==> config.mk <==
export PLATFORM = sky130hd
export DESIGN_NAME = vigenere_stream_decryptor
export DESIGN_NICKNAME = d
export VERILOG_FILES = /design/src/rtl/vigenere_stream_decryptor.sv
export SDC_FILE = /design/constraint.sdc
export NUM_CORES = 1
export LEC_CHECK = 0
export CORE_MARGIN = 5
export CORE_UTILIZATION = 65
export CTS_BUF_LIST = sky130_fd_sc_hd__clkbuf_8
export DETAILED_ROUTE_END_ITERATION = 10
export HOLD_SLACK_MARGIN = 0.15
export PLACE_DENSITY = 0.88
export SYNTH_ARGS = -nofsm -noshare
export SYNTH_HDL_FRONTEND = slang
export SYNTH_SLANG_ARGS = --single-unit
export TNS_END_PERCENT = 100
==> constraint.sdc <==
create_clock -name clk -period 9.5 [get_ports clk]
set_clock_uncertainty 0.15 [all_clocks]
set_input_delay 0.95 -clock clk [delete_from_list [all_inputs] [get_ports clk]]
set_output_delay 0.95 -clock clk [all_outputs]
set_load 0.03 [all_outputs]
==> src/rtl/vigenere_stream_decryptor.sv <==
// Streaming Vigenere decryptor: loadable A-Z key, ready/valid ciphertext in,
// one registered plaintext stage out. Non-letters pass through without using a key slot.
module vigenere_stream_decryptor #(
    parameter int MAX_KEY_LEN = 16
) (
    input  logic       clk,
    input  logic       rst,
    input  logic       key_start,
    input  logic       key_valid,
    input  logic [7:0] key_char,
    input  logic       key_last,
    output logic       key_ready,
    output logic       key_loaded,
    output logic       key_err,
    input  logic       resync,
    input  logic       in_valid,
    output logic       in_ready,
    input  logic [7:0] in_char,
    output logic       out_valid,
    input  logic       out_ready,
    output logic [7:0] out_char
);
    localparam int KW = (MAX_KEY_LEN > 1) ? $clog2(MAX_KEY_LEN) : 1;
    localparam int LW = KW + 1;
    localparam logic [LW-1:0] MAX_LEN = LW'(MAX_KEY_LEN);
    localparam logic [LW-1:0] ONE_L   = LW'(1);

    typedef enum logic [1:0] {
        ST_IDLE = 2'd0,
        ST_LOAD = 2'd1,
        ST_RUN  = 2'd2
    } state_t;

    state_t        state_q, state_d;
    logic [LW-1:0] key_len_q, key_len_d;
    logic [KW-1:0] kidx_q, kidx_d;
    logic [7:0]    key_mem_q [MAX_KEY_LEN];
    logic [7:0]    key_mem_d [MAX_KEY_LEN];
    logic          key_err_q, key_err_d;
    logic          key_ready_q, key_ready_d;
    logic          key_loaded_q, key_loaded_d;
    logic          out_valid_q, out_valid_d;
    logic [7:0]    out_char_q, out_char_d;

    logic          key_legal_s;
    logic          in_letter_s;
    logic          accept_s;
    logic          kidx_wrap_s;
    logic [LW-1:0] key_len_inc_s;
    logic [LW-1:0] key_len_new_s;
    logic [7:0]    k_off_s;
    logic [7:0]    c_off_s;
    logic [7:0]    plain_s;

    // Back-pressure: a stalled output blocks new input only until it drains this cycle.
    assign in_ready = (state_q == ST_RUN) & ~key_start & ~resync & (~out_valid_q | out_ready);
    assign accept_s = in_valid & in_ready;

    assign key_ready  = key_ready_q;
    assign key_loaded = key_loaded_q;
    assign key_err    = key_err_q;
    assign out_valid  = out_valid_q;
    assign out_char   = out_char_q;

    // Decrypt datapath and key-length bookkeeping.
    always_comb begin
        key_legal_s   = (key_char >= 8'h41) && (key_char <= 8'h5A);
        in_letter_s   = (in_char  >= 8'h41) && (in_char  <= 8'h5A);
        key_len_inc_s = key_len_q + ONE_L;
        key_len_new_s = key_legal_s ? key_len_inc_s : key_len_q;
        kidx_wrap_s   = ({1'b0, kidx_q} == (key_len_q - ONE_L));
        k_off_s       = key_mem_q[kidx_q] - 8'h41;
        c_off_s       = in_char - 8'h41;
        if (!in_letter_s) begin
            plain_s = in_char;
        end else if (c_off_s >= k_off_s) begin
            plain_s = in_char - k_off_s;
        end else begin
            plain_s = in_char - k_off_s + 8'd26;
        end
    end

    // Next-state: key FSM, key index and output stage.
    always_comb begin
        state_d     = state_q;
        key_len_d   = key_len_q;
        kidx_d      = kidx_q;
        key_mem_d   = key_mem_q;
        key_err_d   = key_err_q;
        out_valid_d = out_valid_q;
        out_char_d  = out_char_q;

        if (key_start) begin
            state_d   = ST_LOAD;
            key_len_d = {LW{1'b0}};
            key_err_d = 1'b0;
        end else begin
            case (state_q)
                ST_IDLE: begin
                    state_d = ST_IDLE;
                end
                ST_LOAD: begin
                    if (key_valid) begin
                        if (key_legal_s) begin
                            key_mem_d[key_len_q[KW-1:0]] = key_char;
                        end else begin
                            key_err_d = 1'b1;
                        end
                        key_len_d = key_len_new_s;
                        // Filling the last slot ends the load even without key_last.
                        if (key_legal_s && (key_len_inc_s == MAX_LEN)) begin
                            state_d = ST_RUN;
                            kidx_d  = {KW{1'b0}};
                        end else if (key_last) begin
                            if (key_len_new_s != {LW{1'b0}}) begin
                                state_d = ST_RUN;
                                kidx_d  = {KW{1'b0}};
                            end else begin
                                key_err_d = 1'b1;
                            end
                        end else begin
                            state_d = ST_LOAD;
                        end
                    end else begin
                        state_d = ST_LOAD;
                    end
                end
                ST_RUN: begin
                    if (accept_s && in_letter_s) begin
                        kidx_d = kidx_wrap_s ? {KW{1'b0}} : kidx_q + KW'(1);
                    end else begin
                        kidx_d = kidx_q;
                    end
                end
                default: begin
                    state_d = ST_IDLE;
                end
            endcase
        end

        if (resync) begin
            kidx_d = {KW{1'b0}};
        end else begin
            kidx_d = kidx_d;
        end

        if (accept_s) begin
            out_valid_d = 1'b1;
            out_char_d  = plain_s;
        end else if (out_ready) begin
            out_valid_d = 1'b0;
        end else begin
            out_valid_d = out_valid_q;
        end

        key_ready_d  = (state_d == ST_LOAD);
        key_loaded_d = (state_d == ST_RUN);
    end

    // State registers with synchronous reset.
    always_ff @(posedge clk) begin
        if (rst) begin
            state_q      <= ST_IDLE;
            key_len_q    <= {LW{1'b0}};
            kidx_q       <= {KW{1'b0}};
            key_err_q    <= 1'b0;
            key_ready_q  <= 1'b0;
            key_loaded_q <= 1'b0;
            out_valid_q  <= 1'b0;
            out_char_q   <= 8'h00;
            for (int i = 0; i < MAX_KEY_LEN; i++) begin
                key_mem_q[i] <= 8'h00;
            end
        end else begin
            state_q      <= state_d;
            key_len_q    <= key_len_d;
            kidx_q       <= kidx_d;
            key_err_q    <= key_err_d;
            key_ready_q  <= key_ready_d;
            key_loaded_q <= key_loaded_d;
            out_valid_q  <= out_valid_d;
            out_char_q   <= out_char_d;
            key_mem_q    <= key_mem_d;
        end
    end
endmodule

==> impl_metrics.csv, run 1 <==
group,metric,value,unit
outcome,status,"finished clean",
cts,h-tree-depth,4,
min_path,hold_path_class,"reg2reg",
logic_synthesis,yosysUniqueCellTypes,79,
logic_synthesis,synthCells,880,
cts,postCtsSetupBuffers,0,
cts,clkSinkCount,151,
finish,areaGrowthSynthToFinish,9.33,%
logic_synthesis,synth_seq_area_share,0.384,
timing,layout_worst_path_cycle_share,0.529,
global_routing,grt_pass1_wl,31.4,mm
route,drc,0,
setup_path,start_kind,"flip-flop",
place,place.gp.congestion,0.899,
cts,cts_resized,0,
cts,clk_pin_slew,0.10,ns
global_routing,grt_pass1_vias,6418,
place,dp_hpwl,13.0,mm
place,place_inst,1017,
finish,final_cells,1049,
pwr,powerDensity,142,mW/mm2
logic_synthesis,synth.avg_cell_area,8.94,um2
floorplan,row_count,40,
setup_path,regToRegSetupSlack,4.48,ns
route,drtIter0Drc,725,
global_routing,antenna_found_initial,0,
cts,clockBufferDepth,2,
logic_synthesis,ys_warn_count,0,
global_routing,grt_max_degree,79,
cts,ctsHoldBuffers,0,
setup_path,crit_fanout,38,
setup_path,crit_start,"kidx_q[0]",
pwr,p_leak,2.94,nW
timing,slew_headroom,0.367,
route,ant_nets,0,
setup_path,worst_path_largest_cell_delay,0.65,ns
cts,clock_latency,0.47,ns
route,post_drt_wl_per_cell,18.2,um
logic_synthesis,ys_ff_latch,151,
setup_path,rr_worst_depth,17,
place,portBuffers,36,
finish,drive_gt1_frac,0.0953,
floorplan,dieArea,0.0144,mm2
finish,nNetsFinal,941,
logic_synthesis,synth_xor_xnor_area_share,0.0370,
setup_path,r2r_start,"kidx_q[0]",
logic_synthesis,yosys.area_share.adder,0.0469,
logic_synthesis,synth_top_family_by_area,"simple AND/OR/NAND/NOR gates",
setup_path,cp_slowest_cell,"mux4_1",
cts,cts_root_buffer,"clkbuf_8",
floorplan,io_pins,37,
route,via_count,6563,
setup_path,endpoint_kind,"flip-flop",
timing,hold_viol,0,
setup_path,arrival,5.25,ns
finish,final_cell_mix,"nand2_1, dfxtp_1, nor2_1, a21oi_1",
finish,layout_commonest_cell,"nand2_1",
timing,tightestPinTransition,0.947,ns
setup_path,crit_path_end,"out_char[7]",
timing,slew_violations,0,
global_routing,grt_usage,0.274,
logic_synthesis,synth_fp_nets,932,
global_routing,grt.overflow.total,0,
floorplan,core,0.0120,mm2
pwr,vdd.ir_drop.worst,130,uV
logic_synthesis,synth_edf_count,0,
logic_synthesis,synth_compound_area_frac,0.124,
floorplan,initial_core_util,0.658,
floorplan,dieWidth,120,um
logic_synthesis,netlist_area,0.00787,mm2
setup_path,critical_path.cell_chain,"buf_4, mux4_1, mux2i_1, mux2_2, ha_1, and3_1, nor3_1, ha_1, a21oi_1, nand2_1, mux2i_1, o22ai_1, o2bb2ai_1, xnor2_1, a311o_1, a31oi_1, a211oi_1",
timing,max_freq,199,MHz
finish,antenna-diode-count,0,
setup_path,cp.required,9.73,ns
logic_synthesis,ys.flop_type,"dfxtp_1",
cts,numCtsBuffers,17,
timing,rsz0062_at_grt,"no",
job,max_cap_viol_count,0,
timing,setup_viol,0,
cts,cts_tree,"built",
logic_synthesis,synth-simple-area-share,0.226,
setup_path,reg2reg_to,"out_char[7]",
logic_synthesis,synthMuxAreaShare,0.140,
route,post_drt_via_cell_ratio,6.26,
floorplan,die_h,120,um
setup_path,critPathKind,"reg2reg",
route,drt-pass1-iter-count,6,
timing,period_needed,5.02,ns
logic_synthesis,async_flop_share,0,
timing,setup_tns,0,ns
route,finalWirelength,19.1,mm
per-layer routing:
metal  GRT usage  vias up  wire, um
met4       0.113        0       612
met5           0        -         0
met1       0.356     3093      7920
li1            -     3087         -
met3      0.0646       61      1650
met2       0.441      322      8950
critical path: cells and delay by family, from the launching register on:
| family | cells | cell delay (ns) |
|---|---|---|
| mux | 4 | 1.34 |
| fa+ha+maj | 2 | 0.55 |
| xor+xnor | 1 | 0.22 |
| flops | 1 | 0.32 |
| simple gates | 3 | 0.48 |
| compound gates | 6 | 1.33 |
| buf+inv | 1 | 0.52 |
stage by stage:
| stage | area (um2) | power (mW) | utilization | worst slack, ns | hold slack, ns |
|---|---|---|---|---|---|
| 6_report | 8610 | 1.22 | 0.719 | 4.48 | 0.311 |
| 3_3_place_gp | 8200 | 0.727 | 0.686 | 4.70 | 0.288 |
| 5_1_grt | 8610 | 1.26 | 0.719 | 4.15 | 0.325 |
| 2_1_floorplan | 7870 | 0.704 | - | 5.28 | 0.282 |
| 4_1_cts | 8610 | 1.22 | 0.719 | 4.52 | 0.307 |
| 3_5_place_dp | 8200 | 0.728 | 0.686 | 4.56 | 0.294 |
worst min-delay path by stage:
stage | startpoint | end | cells past startpoint | slack, ns
after floorplan | key_mem_q[112] | key_mem_q[112] | 2 | 0.28
after global placement | key_mem_q[105] | key_mem_q[105] | 2 | 0.29
after detailed placement | key_mem_q[43] | key_mem_q[43] | 2 | 0.29
after CTS | key_mem_q[43] | key_mem_q[43] | 2 | 0.31
after global routing | key_mem_q[28] | key_mem_q[28] | 2 | 0.33
final | out_char[2] | out_char[2] | 2 | 0.31
power breakdown:
part	total [mW]	internal [mW]	switching, mW
clock network	0.506	0.226	0.279
registers	0.633	0.633	0.000473
logic	0.0819	0.0314	0.0505
total	1.22	0.891	0.330
Yosys cell counts (3+ instances only):
master / count / area [um2]
nand2_1: 162 / 608
o22ai_1: 3 / 18.8
a31oi_1: 4 / 25.0
nor3_1: 15 / 75.1
o21ai_0: 8 / 40.0
a22o_1: 3 / 26.3
clkbuf_1: 34 / 128
dfxtp_1: 151 / 3020
nor2b_1: 12 / 75.1
a21oi_1: 74 / 370
o211ai_1: 3 / 22.5
nand3b_1: 5 / 37.5
mux2_2: 3 / 33.8
and3_1: 3 / 18.8
o21ai_1: 3 / 15.0
o21a_1: 9 / 67.6
nor3b_1: 35 / 263
mux4_1: 4 / 105
and2_1: 9 / 56.3
nor2_1: 107 / 402
nand3_1: 7 / 35.0
xor2_1: 6 / 52.6
nand2b_1: 9 / 56.3
mux2i_1: 33 / 330
inv_1: 20 / 75.1
a311oi_1: 3 / 26.3
a211oi_1: 7 / 52.6
buf_2: 9 / 45.0
xnor2_1: 21 / 184
mux4_2: 27 / 608
ha_1: 27 / 338
a311o_1: 3 / 30.0
cells by family (layout without fill, tap and decap cells):
group                      after synthesis  count (layout)
AOI/OAI and AO/OA                      150             150
xor gates and xnor gates                30              30
adders and majority gates               29              29
buffers and inverters                   71              93
DFF                                    151             151
muxes                                   68              68
and+or+nand+nor                        381             381
state kept, by name, summed over array words and instances, names as in the netlist:
| signal | count |
|---|---|
| state_q | 2 |
| kidx_q | 4 |
| key_len_q | 5 |
| out_valid | 1 |
| key_err | 1 |
| key_mem_q | 128 |
| out_char | 8 |
| key_loaded | 1 |
| key_ready | 1 |
layout make-up:
class | count | area, um2
well taps | 147 | 184
clock buffers | 18 | 248
repair buffers | 41 | 395
flip-flops and latches | 151 | 3020
clock inverters | 14 | 158
inverters | 20 | 75.1
fillers | 877 | 3360
multi-input cells | 658 | 4520
(Power assumes the default switching activity.)
==> run 2, diff against run 1 <==
- CORE_UTILIZATION: 65 -> 57
- PLACE_DENSITY: 0.88 -> 0.82
- clock period: 9.5 -> 4.4 ns (I/O delays scaled with it)
==> impl_metrics.csv, run 2 (synthesized netlist as in run 1, its figures left out) <==
group,metric,value,unit
route,ant_nets,0,
global_routing,grt_max_degree,58,
finish,final_cell_mix,"nand2_1, dfxtp_1, nor2_1, a21oi_1, buf_4",
floorplan,io_pins,37,
global_routing,gr-usage-met2,0.412,
pwr,p_sw,665,uW
timing,hold_viol,0,
cts,clk_pin_slew,0.08,ns
setup_path,crit_start,"kidx_q[0]",
cts,cts_root_buffer,"clkbuf_8",
place,placed_area,0.00862,mm2
global_routing,grt_pass1_vias,6429,
pwr,p_sw_frac,0.249,
job,max_cap_viol_count,0,
floorplan,die_h,128,um
global_routing,grt_pass1_wl,31.9,mm
floorplan,row_count,43,
global_routing,grt_busiest_layer,"met2",
pwr,powerDensity,291,mW/mm2
finish,drive_gt1_frac,0.161,
global_routing,grt_usage,0.248,
setup_path,start_kind,"flip-flop",
cts,numCtsBuffers,17,
timing,tightestPinTransition,0.663,ns
floorplan,initial_core_util,0.574,
timing,max_freq,235,MHz
finish,design_area,0.00920,mm2
global_routing,antenna_found_initial,0,
setup_path,endpoint_kind,"flip-flop",
place,dp_hpwl,14.3,mm
outcome,status,"finished clean",
floorplan,dieWidth,128,um
route,post_drt_via_cell_ratio,5.86,
finish,areaGrowthSynthToFinish,16.8,%
setup_path,crit_fanout,7,
place,place.gp.congestion,0.878,
timing,layout_worst_path_cycle_share,0.966,
route,finalWirelength,19.9,mm
min_path,holdCritStartpoint,"rst",
setup_path,critPathMostFrequentCell,"a21oi_2",
setup_path,worst_path_largest_cell_delay,0.56,ns
setup_path,critical_path.cell_chain,"buf_12, mux4_1, nand2b_4, a21oi_2, ha_4, and3_4, nor3_2, ha_1, a21oi_2, nand2_1, mux2i_1, o221ai_1, maj3_2, xnor2_1, a311o_1, a31oi_1, a211oi_1",
timing,period_needed,4.25,ns
finish,nNetsFinal,993,
route,drtIter0Drc,538,
place,portBuffers,36,
timing,holdWs,0.243,ns
setup_path,cp_slowest_cell,"mux4_1",
pwr,vdd.ir_drop.worst,218,uV
finish,antenna-diode-count,0,
finish,layout_commonest_cell,"nand2_1",
pwr,p_leak,3.25,nW
min_path,hold_path_class,"in2reg",
global_routing,grt_use_met3,0.0497,
route,drt-pass1-iter-count,5,
timing,setup_viol,0,
route,post_drt_wl_per_cell,17.5,um
pwr,internal_power,2.01,mW
route,drc,0,
floorplan,dieArea,0.0163,mm2
route,via_count,6649,
setup_path,r2r_start,"kidx_q[0]",
cts,clockBufferDepth,2,
finish,largest_reg_flops,128,
cts,clkSinkCount,151,
global_routing,met1_usage,0.306,
finish,largest-register,"key_mem_q",
setup_path,cp.required,4.59,ns
cts,ctsHoldBuffers,0,
pwr,seq_power_share,0.511,
cts,clock_latency,0.47,ns
pwr,combPwrFrac,0.072,
floorplan,core,0.0137,mm2
global_routing,grt.overflow.total,0,
timing,slew_violations,0,
pwr,pwr-share-clk,0.417,
cts,cts_tree,"built",
setup_path,arrival,4.44,ns
timing,slew_headroom,0.556,
setup_path,critPathKind,"reg2reg",
cts,h-tree-depth,4,
-- run 2: cell types whose count changed in the layout (fill, tap and decap cells not counted), moves of 4 or more --
cell      delta
buf_12       +5
buf_4       +47
clkinv_2     +4
inv_6        -4
-- run 2: final cells by class --
type	instances	area [um2]
Multi-Input combinational cell	658	4610
Fill cell	1044	4520
Sequential cell	151	3030
Timing Repair Buffer	93	848
Clock buffer	17	234
Tap cell	180	225
Clock inverter	15	179
Inverter	20	75.1
-- run 2: critical path, delay by kind of cell (launching register included) --
kind                     cells  cell delay, ns
AND/OR/NAND/NOR              4            0.48
adder cells (fa/ha/maj)      3            0.87
buffers and inverters        1            0.14
multiplexers                 2            0.75
XOR/XNOR                     1            0.15
flip-flops                   1            0.39
AO/OA/AOI/OAI                6            1.18
-- run 2: through the flow --
step / worst slack (ns) / power, mW / std cells / util / TNS, ns
floorplan: 0.263 / 1.52 / 880 / - / 0
global placement: 0.0707 / 1.58 / 1094 / 0.628 / 0
detailed placement: -0.0829 / 1.58 / 1094 / 0.628 / -0.100
CTS: 0.0357 / 2.68 / 1126 / 0.659 / 0
global route: -0.0311 / 2.76 / 1134 / 0.670 / -0.0311
finish: 0.150 / 2.67 / 1134 / 0.670 / 0
-- run 2: power groups by stage --
stage / Sequential [mW] / Clock, mW / Combinational (mW)
after floorplan: 1.40 / 0 / 0.118
after global placement: 1.40 / 0 / 0.179
after detailed placement: 1.40 / 0 / 0.181
after CTS: 1.37 / 1.13 / 0.183
after global routing: 1.37 / 1.19 / 0.208
final: 1.37 / 1.12 / 0.192
-- run 2: path summary, 6_finish.rpt --
| path | to | slack (ns) | cells after the start |
|---|---|---|---|
| worst min-delay path | key_mem_q[110] | 0.24 | 2 |
| worst min register to register | key_mem_q[8] | 0.30 | 2 |
| worst max-delay path | out_char[7] | 0.15 | 17 |
| worst max register to register | out_char[7] | 0.15 | 17 |
-- run 2: routing by layer --
layer / share of wire / up-vias
li1: - / 3197
met3: 0.065 / 58
met4: 0.038 / 0
met1: 0.41 / 3143
met2: 0.49 / 251
met5: 0 / -
-- run 2: what timing repair did --
action                     4_1_cts  5_1_grt
buffers inserted                 0        8
gates resized for setup          2       20
setup endpoints to repair        3        6
pin swaps                        1        5
